### src/rtl/cordic_lut_loader.sv
// Loads the cordic_rom lookup table from a valid/ready word stream. Each group of
// WPE words becomes one entry; a trailing checksum word sets err once the table is full.
module cordic_lut_loader #(
  parameter int ADDR_W = 6,
  parameter int DATA_W = 48,
  parameter int BUS_W  = 16
) (
  input  logic              clk,
  input  logic              reset,
  input  logic              start,
  input  logic              s_valid,
  input  logic [BUS_W-1:0]  s_data,
  output logic              s_ready,
  output logic              cen,
  output logic              wen,
  output logic [ADDR_W-1:0] index_wri,
  output logic [DATA_W-1:0] D,
  output logic              busy,
  output logic              done,
  output logic              err
);

  localparam int WPE   = DATA_W / BUS_W;
  localparam int CNT_W = $clog2(WPE + 1);
  localparam logic [ADDR_W-1:0] LAST_IDX = '1;

  typedef enum logic [2:0] {IDLE, COLLECT, WRITE, CHECK, FIN} state_t;

  state_t             state, state_nxt;
  logic [CNT_W-1:0]   word_cnt;
  logic [BUS_W-1:0]   csum;
  logic               take;
  logic               last_word;
  logic               start_ok;

  // Running checksum wraps modulo 2**BUS_W.
  function automatic logic [BUS_W-1:0] wrap_add(input logic [BUS_W-1:0] a,
                                                 input logic [BUS_W-1:0] b);
    return a + b;
  endfunction

  assign s_ready   = (state == COLLECT) || (state == CHECK);
  assign take      = s_valid && s_ready;
  assign last_word = (word_cnt == CNT_W'(WPE - 1));
  assign start_ok  = start && ((state == IDLE) || (state == FIN));
  assign cen       = 1'b0;

  always_ff @(posedge clk or negedge reset) begin
    if (!reset) state <= IDLE;
    else        state <= state_nxt;
  end

  always_comb begin
    state_nxt = state;
    wen       = 1'b1;
    busy      = 1'b0;
    done      = 1'b0;
    case (state)
      IDLE: begin
        if (start_ok) state_nxt = COLLECT;
      end
      COLLECT: begin
        busy = 1'b1;
        if (take && last_word) state_nxt = WRITE;
      end
      WRITE: begin
        busy = 1'b1;
        wen  = 1'b0;
        state_nxt = (index_wri == LAST_IDX) ? CHECK : COLLECT;
      end
      CHECK: begin
        busy = 1'b1;
        if (take) state_nxt = FIN;
      end
      FIN: begin
        done = 1'b1;
        if (start_ok) state_nxt = COLLECT;
      end
      default: state_nxt = IDLE;
    endcase
  end

  // Entry assembly, write address and checksum; all cleared by an accepted start.
  always_ff @(posedge clk or negedge reset) begin
    if (!reset) begin
      index_wri <= '0;
      D         <= '0;
      word_cnt  <= '0;
      csum      <= '0;
      err       <= 1'b0;
    end else if (start_ok) begin
      index_wri <= '0;
      word_cnt  <= '0;
      csum      <= '0;
      err       <= 1'b0;
    end else begin
      if ((state == COLLECT) && take) begin
        D        <= (D << BUS_W) | DATA_W'(s_data);
        csum     <= wrap_add(csum, s_data);
        word_cnt <= last_word ? '0 : word_cnt + CNT_W'(1);
      end
      if ((state == WRITE) && (index_wri != LAST_IDX))
        index_wri <= index_wri + ADDR_W'(1);
      if ((state == CHECK) && take)
        err <= (s_data != csum);
    end
  end

endmodule

### config.mk
export PLATFORM = sky130hd
export DESIGN_NAME = cordic_lut_loader
export DESIGN_NICKNAME = d
export VERILOG_FILES = /design/src/rtl/cordic_lut_loader.sv
export SDC_FILE = /design/constraint.sdc
export NUM_CORES = 1
export LEC_CHECK = 0
export ABC_AREA = 1
export CORE_UTILIZATION = 52
export CTS_CLUSTER_SIZE = 30
export DETAILED_ROUTE_END_ITERATION = 10
export GPL_TIMING_DRIVEN = 0
export PLACE_DENSITY = 0.9
export SLEW_MARGIN = 15
export SYNTH_ARGS = -nofsm -noshare
export SYNTH_HDL_FRONTEND = slang
export SYNTH_SLANG_ARGS = --single-unit
### constraint.sdc
create_clock -name clk -period 2 [get_ports clk]
set_clock_uncertainty 0.05 [all_clocks]
set_input_delay 0.2 -clock clk [delete_from_list [all_inputs] [get_ports clk]]
set_output_delay 0.2 -clock clk [all_outputs]
set_load 0.01 [all_outputs]
==> impl_metrics.csv <==
group,metric,value,unit
status,status,"finished clean",
logic_synthesis,ys_seq_area_share,47.7,%
critical_path,worstPathRequired,1750,ps
clock_tree,cts_made_buffers,9,
routing,route.detailed.wl_per_inst,13.6,microns
logic_synthesis,netlist_top_cells_area,"dfrtp_1, nand2_1, inv_1",
cells_and_area,final_cells,728,
placed_design,dp_cells,711,
placed_design,dp_hpwl,7650,microns
critical_path,arrival,1650,ps
logic_synthesis,synth_area,3990,sq um
worst_hold_path,hp-class,"in -> async",
sta,report.final.setup_viol,0,
critical_path,path_class,"reg -> out",
logic_synthesis,synth_edf_count,0,
global_routing,track_usage,26.4,%
logic_synthesis,synth_common_cells,"nand2_1, dfrtp_1, inv_1, nand3_1, nor2_1",
floorplan,ios,80,
routing,vias,3763,
floorplan,rows,31,
logic_synthesis,async_flop_share,100,%
cells_and_area,drive_above_1_share,7.00,%
critical_path,max_stage_delay,540,ps
clock_tree,ctsLongestPathBuffers,2,
routing,drtAntennaViolNets,0,
logic_synthesis,synth_top_area_share,47.7,%
sta,finalHoldViolCount,0,
sta,holdWs,213,ps
logic_synthesis,synth_top_area_cell,"dfrtp_1",
routing,drc,0,
logic_synthesis,synth-seq-cells,76,
logic_synthesis,syn-num-nets,570,
logic_synthesis,synthFlopType,"dfrtp_1",
floorplan,initial_utilization,54.4,%
sta,fin_crit,1900,ps
placed_design,io_buffer_count,78,
global_routing,grt_first_pass_wirelength,16000,microns
clock_tree,root_buffer,"clkbuf_8",
clock_tree,insertion_delay,340,ps
global_routing,antenna_found_initial,0,
clock_tree,path_clk_slew,90,ps
logic_synthesis,synth_cell_types,30,
routing,drt_iter0_drc,178,
power,vdd_drop_max,0.000643,V
logic_synthesis,synth.avg_cell_area,7.48,sq um
global_routing,grt_pass1_vias,3526,
floorplan,die_w,89.5,microns
critical_path,critical_path.slowest_cell,"clkdlybuf4s50_1",
clock_tree,clock-sinks,76,
critical_path,path_cells,"nor2_2 -> inv_1 -> nor2_1 -> clkdlybuf4s50_1",
critical_path,startpoint_type,"flip-flop",
sta,slew_viol_final,0,
routing,routed_via_density,5.17,
critical_path,worst_setup_path_end_kind,"output port",
clock_tree,h-tree-depth,3,
cells_and_area,syn_to_final_growth,29.1,%
placed_design,gp_congestion,0.899,
global_routing,gr-total-overflow,0,
routing,wl,9880,microns
power,leakagePower,0.00279,uW
logic_synthesis,ys_warn_count,0,
critical_path,path_max_fanout,3,
floorplan,fp.coreArea,7330,sq um
floorplan,die-height,89.5,microns
clock_tree,cts_tree,"yes",
global_routing,grt_max_degree,59,
sta,period_share,95.0,%
sta,max_clock_freq,526,MHz
cells_and_area,antenna_cells,0,
cells_and_area,layout.nets,661,
cells_and_area,utilization,70.2,%
logic_synthesis,yosysMostFrequentCell,"nand2_1",
flow_run,maxCapViolations,0,
floorplan,die_area,8020,sq um
logic_synthesis,synth_cells,533,
routing,drt_first_pass_iters,5,
power,powerDensity,1560,nW/um^2
==> critical path: cells and delay by family, from the launching register on <==
family,cells,cell delay [ps]
and+or+nand+nor,2,240
DFF,1,440
buffers and inverters,2,630
==> per-layer routing <==
metal	vias up	track usage, %	share of wire, %
met4	0	12.3	2.7
li1	1835	-	-
met2	134	44.8	49
met1	1768	32.3	43
met3	26	5.45	4.8
met5	-	0	0
==> timing repair <==
| item | CTS | global route |
|---|---|---|
| resized for setup | 0 | 4 |
| setup endpoints to repair | 0 | 3 |
| buffers inserted | 0 | 0 |
| hold endpoints to repair | 34 | 0 |
| hold buffers | 1 | 0 |
==> cell type report <==
cell class                      count  area [sq um]
Clock buffer                       11           151
Inverter                           60           228
Sequential cell                    76          1900
Multi-Input combinational cell    384          1790
Timing Repair Buffer               80           816
Clock inverter                      5          57.6
Buffer                             13          80.1
Tap cell                           99           124
Fill cell                         542          2180
==> power breakdown <==
group / leakage, uW / internal [uW] / total [uW] / switching [uW]
logic: 0.00170 / 1820 / 4110 / 2280
clock network: 0.000110 / 647 / 1230 / 583
registers: 0.000973 / 2200 / 2700 / 496
total: 0.00279 / 4680 / 8040 / 3360
==> sequential cells by signal (all words and copies together) (netlist names) <==
| signal | count |
|---|---|
| csum | 16 |
| D | 48 |
| err | 1 |
| state | 3 |
| index_wri | 6 |
| word_cnt | 2 |
==> cell usage in the layout (no fill, tap or decap), types with 2 or more instances in the layout <==
| master | synthesis | final |
|---|---|---|
| nand2_1 | 259 | 259 |
| clkdlybuf4s50_1 | 0 | 77 |
| dfrtp_1 | 76 | 76 |
| inv_1 | 57 | 57 |
| nand3_1 | 26 | 26 |
| nor2_1 | 23 | 22 |
| o21ai_0 | 15 | 15 |
| ha_1 | 16 | 15 |
| a21oi_1 | 12 | 12 |
| clkbuf_8 | 0 | 11 |
| buf_2 | 10 | 10 |
| nand4_1 | 4 | 4 |
| xor2_1 | 4 | 4 |
| nor3_1 | 5 | 4 |
| o21ai_1 | 3 | 3 |
| nor4_1 | 3 | 3 |
| inv_2 | 2 | 2 |
| nand2_2 | 2 | 2 |
| buf_6 | 2 | 2 |
| a22o_1 | 2 | 2 |
| buf_4 | 1 | 2 |
| clkinv_2 | 0 | 2 |
==> cells by family (layout without fill, tap and decap cells) <==
kind of cell	Yosys count	count (layout)	share of synthesized area, %
AO/OA/AOI/OAI	35	35	4.90
other	1	1	0.0941
AND/OR/NAND/NOR	327	327	33.2
buffers and inverters	73	169	7.72
adder cells (fa/ha/maj)	17	17	5.53
XOR/XNOR	4	4	0.879
flip-flops	76	76	47.7
==> path summary, 6_finish.rpt <==
| path | endpoint | start | cells past startpoint | slack, ps |
|---|---|---|---|---|
| max | done | state[0] | 4 | 100 |
| max reg2reg | csum[8] | csum[0] | 10 | 170 |
| min | D[32] | reset | 2 | 210 |
| min in group clk | D[11] | s_data[11] | 3 | 400 |
| min reg2reg | word_cnt[0] | word_cnt[1] | 1 | 410 |
| max in group asynchronous | D[5] | reset | 3 | 1120 |
==> metrics by stage <==
step	area (sq um)	setup TNS [ps]	power, uW	setup slack (ps)
after detailed placement	4910	-609	6780	-190
after global placement	4890	-140520	6560	-1850
after CTS	5130	0	8010	56.4
final	5150	0	8040	100
after floorplan	3990	0	5000	313
after global routing	5150	-8.86	8700	-8.86
No activity file was read; power rests on OpenSTA's default activity.
